$ cat src/rtl/dma_bus_sequencer.sv
// Single-channel DMA sequencer: requests the shared bus, then copies words one at a
// time (read source, write destination) with target decode and a fairness limit.
module dma_bus_sequencer #(
    parameter int unsigned IO1_BASE   = 192,
    parameter int unsigned IO2_BASE   = 224,
    parameter int unsigned FAIR_LIMIT = 8
) (
    input  logic        clock,
    input  logic        reset_n,
    input  logic        desc_valid,
    output logic        desc_ready,
    input  logic [7:0]  desc_src,
    input  logic [7:0]  desc_dest,
    input  logic [5:0]  desc_count,
    output logic        bus_req,
    input  logic        grant,
    output logic        busybus,
    output logic [7:0]  address,
    input  logic [31:0] data_in,
    output logic [31:0] data_out,
    output logic        data_oe,
    output logic        memwrite,
    output logic        IOWrite1,
    output logic        IOWrite2,
    output logic        done,
    output logic [5:0]  remaining
);

    typedef enum logic [2:0] {
        S_IDLE, S_REQ, S_READ, S_WRITE, S_YIELD, S_DONE
    } state_t;

    localparam logic [7:0] IO1_B  = 8'(IO1_BASE);
    localparam logic [7:0] IO2_B  = 8'(IO2_BASE);
    // A grant can move at most 63 words, so 7 bits covers any useful limit.
    localparam logic [6:0] FAIR_L = 7'(FAIR_LIMIT);

    state_t      state_q, state_d;
    logic [7:0]  src_q, src_d;
    logic [7:0]  dest_q, dest_d;
    logic [5:0]  rem_q, rem_d;
    logic [31:0] hold_q, hold_d;
    logic [6:0]  burst_q, burst_d;
    logic [7:0]  addr_q, addr_d;

    always_ff @(posedge clock) begin
        if (!reset_n) begin
            state_q <= S_IDLE;
            src_q   <= '0;
            dest_q  <= '0;
            rem_q   <= '0;
            hold_q  <= '0;
            burst_q <= '0;
            addr_q  <= '0;
        end else begin
            state_q <= state_d;
            src_q   <= src_d;
            dest_q  <= dest_d;
            rem_q   <= rem_d;
            hold_q  <= hold_d;
            burst_q <= burst_d;
            addr_q  <= addr_d;
        end
    end

    always_comb begin
        state_d    = state_q;
        src_d      = src_q;
        dest_d     = dest_q;
        rem_d      = rem_q;
        hold_d     = hold_q;
        burst_d    = burst_q;
        addr_d     = addr_q;
        desc_ready = 1'b0;
        bus_req    = 1'b0;
        busybus    = 1'b0;
        address    = addr_q;
        data_oe    = 1'b0;
        memwrite   = 1'b0;
        IOWrite1   = 1'b0;
        IOWrite2   = 1'b0;
        done       = 1'b0;

        case (state_q)
            S_IDLE: begin
                desc_ready = 1'b1;
                if (desc_valid) begin
                    src_d   = desc_src;
                    dest_d  = desc_dest;
                    rem_d   = desc_count;
                    burst_d = '0;
                    state_d = (desc_count == 6'd0) ? S_DONE : S_REQ;
                end
            end
            S_REQ: begin
                bus_req = 1'b1;
                if (grant) state_d = S_READ;
            end
            S_READ: begin
                bus_req = 1'b1;
                busybus = 1'b1;
                address = src_q;
                addr_d  = src_q;
                hold_d  = data_in;
                state_d = S_WRITE;
            end
            S_WRITE: begin
                bus_req = 1'b1;
                busybus = 1'b1;
                address = dest_q;
                addr_d  = dest_q;
                data_oe = 1'b1;
                if (dest_q < IO1_B)      memwrite = 1'b1;
                else if (dest_q < IO2_B) IOWrite1 = 1'b1;
                else                     IOWrite2 = 1'b1;
                rem_d   = rem_q - 6'd1;
                src_d   = src_q + 8'd1;
                dest_d  = dest_q + 8'd1;
                burst_d = burst_q + 7'd1;
                // Preemption is only looked at here, so a started word always finishes.
                if (rem_d == 6'd0) begin
                    state_d = S_DONE;
                end else if (!grant) begin
                    state_d = S_REQ;
                    burst_d = '0;
                end else if ((FAIR_LIMIT != 0) && (burst_d == FAIR_L)) begin
                    state_d = S_YIELD;
                    burst_d = '0;
                end else begin
                    state_d = S_READ;
                end
            end
            S_YIELD: state_d = S_REQ;
            S_DONE: begin
                done    = 1'b1;
                state_d = S_IDLE;
            end
            default: state_d = S_IDLE;
        endcase
    end

    assign data_out  = hold_q;
    assign remaining = rem_q;

endmodule

$ cat config.mk
export PLATFORM = sky130hd
export DESIGN_NAME = dma_bus_sequencer
export DESIGN_NICKNAME = d
export VERILOG_FILES = /design/src/rtl/dma_bus_sequencer.sv
export SDC_FILE = /design/constraint.sdc
export NUM_CORES = 1
export LEC_CHECK = 0
export ABC_AREA = 1
export CAP_MARGIN = 15
export CORE_MARGIN = 1
export CORE_UTILIZATION = 49
export DETAILED_ROUTE_END_ITERATION = 12
export PLACE_DENSITY = 0.85
export RECOVER_POWER = 50
export SLEW_MARGIN = 0
export SYNTH_ARGS = -nofsm -noshare
export SYNTH_HDL_FRONTEND = slang
export SYNTH_SLANG_ARGS = --single-unit
$ cat constraint.sdc
create_clock -name clock -period 2.9 [get_ports clock]
set_input_delay 0.435 -clock clock [delete_from_list [all_inputs] [get_ports clock]]
set_output_delay 0.435 -clock clock [all_outputs]
set_load 0.05 [all_outputs]
* After elaboration in Yosys (flattened, before gate mapping)
Index checks and enable logic that the tools add are counted. W data, S select, Z words.
Cells by class: shifts and indexed selects 0, $lt $le $gt $ge 2, muxes and demuxes 32, equal/unequal tests 8, multiply operators 0, add/sub/neg operators 4, divide/modulo/power cells 0, bitwise logic cells 0, reductions and logical operators 8
Operators with widths (number):
- $pmux W8 S2 | 3
- $mux W7 | 4
- $mux W3 | 6
- $add A8 B1 Y8 const B | 2
- $lt A8 B8 Y1 const B | 2
- $mux W8 | 2
- $pmux W3 S5 | 1
- $pmux W7 S2 | 1
- $mux W1 | 13
- $logic_not A6 Y1 | 2
- $pmux W6 S2 | 1
- $add A7 B1 Y7 const B | 1
- $eq A7 B4 Y1 const B | 1
- $eq A3 B2 Y1 const B | 2
- $eq A3 B3 Y1 const B | 2
- $mux W6 | 1
- $sub A6 B1 Y6 const B | 1
- $ne A2 B2 Y1 const B | 2
- $reduce_and A2 Y1 | 2
- $eq A3 B1 Y1 const B | 1
- $logic_not A3 Y1 | 1
- $reduce_or A3 Y1 | 1
- $reduce_bool A2 Y1 | 1
- $reduce_or A2 Y1 | 1
Word-level totals: RAM bits 0, output and inout port bits 54, bits in latches 0, ROM bits 0, bits in registers 72, memories kept 0

* Longest topological paths before layout
word-level depth 6, mapped depth 12

* Worst setup path before layout
No wires, ideal clock.
path type flip-flop to output port, start point register state_q[2], end point output address[4], cell stages (with the launch flop) 6, path buffers 0, required time 2.465 ns, path slack 0.555 ns, data arrival time 1.910 ns, cell sequence dfxtp_1 > nor2_4 > inv_4 > nor2_2 > inv_2 > o221ai_1
On the way: word-level cells in the longest chain between the ends 2, elaborated cells between the ends (all ways) 3, those cells by class 2 x eq/ne; 1 x mux
Ends and longest elaborated chain:
- from (decl) | line 38 | state_t state_q, state_d;
- from (signal assigned) | line 56 | state_q <= state_d;
- $eq A3 B2 Y1 | line 84 | case (state_q)
- $pmux W8 S2 (*) | line 84
- to (decl) | line 18 | output logic [7:0] address,
Every way passes the cells marked *; elsewhere a longest branch is shown, timed or not.

* Worst setup path after layout
start point register state_q[1], end point output address[4]
The elaborated chain is that of the path after synthesis.

==> flow_summary.toml <==
[floorplan]
die-width_um = 85.0
start_util_pct = 52.0
rows = 29
coreArea_um2 = 6490
ios = 112
die_h_um = 85.0
dieArea_um2 = 7230

[grt]
antenna_found_initial = 0
grt_overflow = 0
grt_pass1_vias = 3480
track_usage_pct = 26.2
grt_pass1_wl_um = 15300
grt_max_degree = 56

[routing]
first_iter_violations = 267
routed_wl_um = 9280
ant_nets = 0
via_per_inst = 5.49
first_pass_iters = 5
num_vias = 3654
wire_per_inst_um = 13.9
drc = 0

[worst_setup_path]
cp_slowest_stage_delay_ns = 0.57
path_max_fanout = 9
critPathKind = "register to output pin"
cp_cell_sequence = "inv_1, nor2_4, inv_4, nor2_1, inv_2, o221ai_1, buf_12"
crit_arrival_ns = 2.20
slowest_stage = "nor2_1"
required_ns = 2.47
startpoint_type = "register"
end_kind = "output pin"

[synth]
synthArstFlopShare_pct = 0
synth_top_flop_cell = "dfxtp_1"
syn_inst = 478
synth_edf_count = 0
ys_seq_area_share_pct = 42.7
synth_warnings = 0
postSynthAreaPerCell_um2 = 7.06
syn_nets = 541
ys_ff_latch = 72
yosysUniqueCellTypes = 41
syn_area_um2 = 3380

[finish]
final_cell_area_um2 = 4820
layout_common_cells = "91 x nor2_1, 90 x clkdlybuf4s50_1, 83 x nand2_1, 72 x dfxtp_1, 57 x o21ai_0"
area.growth.synth_to_final_pct = 42.6
drive_gt1_share_pct = 7.64
num-nets-final = 647
final_common_cell = "nor2_1"
diodes = 0

[clock_tree]
cts_made_buffers = 9
cts_tree = "built"
clockBufferDepth = 2
clock_latency_ns = 0.34
cts_resized = 0
post-cts-setup-buffers = 0
cts_hold_buf = 0
htree_levels = 3
clock_sinks = 72
clockRootBuffer = "clkbuf_8"
cts.clk_slew.worst_paths_ns = 0.07

[placement]
dp_hpwl_um = 6510
io_buffer_count = 111
gp_congestion = 0.973
dp_slack_ns = 0.679
place_area_um2 = 4620

[worst_hold_path]
hp-class = "register to register"

[sta]
fmax_mhz = 380
setup_viol_count_final = 0
skew_ns = 0.00838
tightest_slew_ns = 0.742
max_slew_margin_pct = 50.4
hold_viol_final = 0
setup_ws_ns = 0.268
setup_tns_ns = 0
holdWs_ns = 0.493
rsz0062_at_grt = "false"
fin_crit_sh_pct = 90.7
min_period_ns = 2.63
drv_slew = 0

[pwr]
leakagePower_nw = 2.03
fin_total_pwr_w = 0.00316
power_density_nw_per_um2 = 655
ir_drop_uv = 471

[status]
outcome = "finished clean"

[run]
max_cap_viol_count = 0
[layer usage]
metal	share of wire (%)	track usage [%]
met1	42	30.7
met2	46	45.0
met3	10	8.46
met4	1.9	9.40
met5	0	0
[path summary, 6_finish.rpt]
check / from / cells past startpoint / end / slack (ns)
worst max register to register: state_q[0]$_SDFFE_PN0P_ / 8 / src_q[7]$_SDFFE_PN0P_ / 0.48
worst max-delay path: state_q[1]$_SDFFE_PN0P_ / 7 / address[4] / 0.27
worst min register to register: burst_q[6]$_SDFFE_PN0P_ / 2 / burst_q[6]$_SDFFE_PN0P_ / 0.49
worst min-delay path: burst_q[6]$_SDFFE_PN0P_ / 2 / burst_q[6]$_SDFFE_PN0P_ / 0.49
[per-stage QoR]
step	std cells	util (%)
finish	666	74.1
global route	666	74.1
CTS	666	74.5
detailed placement	650	71.1
global placement	650	71.1
floorplan	478	-
[sequential cells by signal, indices dropped and copies added (netlist names)]
name,cells
addr_q,8
data_out,32
dest_q,8
state_q,3
remaining,6
burst_q,7
src_q,8
[synth_stat cells (2+ instances only)]
library cell  instances  area [µm²]
nor2_2                4        25.0
nor2_1               90         338
ha_1                  5        62.6
a22oi_1               6        45.0
o21ai_0              52         260
buf_2                 8        40.0
a21oi_1              21         105
dfxtp_1              72        1440
o211ai_1              3        22.5
o221ai_1              4        35.0
nand2_1              82         308
nand3b_1              4        30.0
nand3_1              19        95.1
o22ai_1               2        12.5
inv_2                 4        15.0
inv_1                45         169
nor3b_1               3        22.5
a31oi_1              12        75.1
o21ai_1               5        25.0
buf_6                 2        22.5
buf_4                 2        15.0
clkbuf_1              8        30.0
nor3_1                3        15.0
nand4_1               5        31.3
[layout make-up]
class	count	area, µm²
multi-input combinational	333	1600
clock buffer	9	124
clock inverter	7	95.1
fill	496	1680
timing repair buffer	116	1260
tap	77	96.3
inverter	52	199
sequential	72	1440
[logic make-up (layout without fill, tap and decap cells)]
kind of cell / Yosys count / in the layout / share of synthesized area (%)
buffers and inverters: 73 / 184 / 9.19
AO/OA/AOI/OAI: 110 / 110 / 18.6
AND/OR/NAND/NOR: 216 / 216 / 27.1
XOR/XNOR: 2 / 2 / 0.519
flip-flops: 72 / 72 / 42.7
adder cells (fa/ha/maj): 5 / 5 / 1.85
[worst max-delay path, delay by kind of cell (launching register included)]
family | cells | cell delay [ns]
compound gates | 1 | 0.33
buf+inv | 4 | 0.45
flops | 1 | 0.38
simple gates | 2 | 0.69
[report_power, final]
group          internal (W)  total [W]  switching [W]  leakage [nW]
combinational      0.000376    0.00109       0.000718          1.33
sequential          0.00111    0.00119      0.0000820         0.589
clock              0.000486   0.000872       0.000386         0.110
total               0.00197    0.00316        0.00119          2.03
Power figures use the tool's default switching activity.
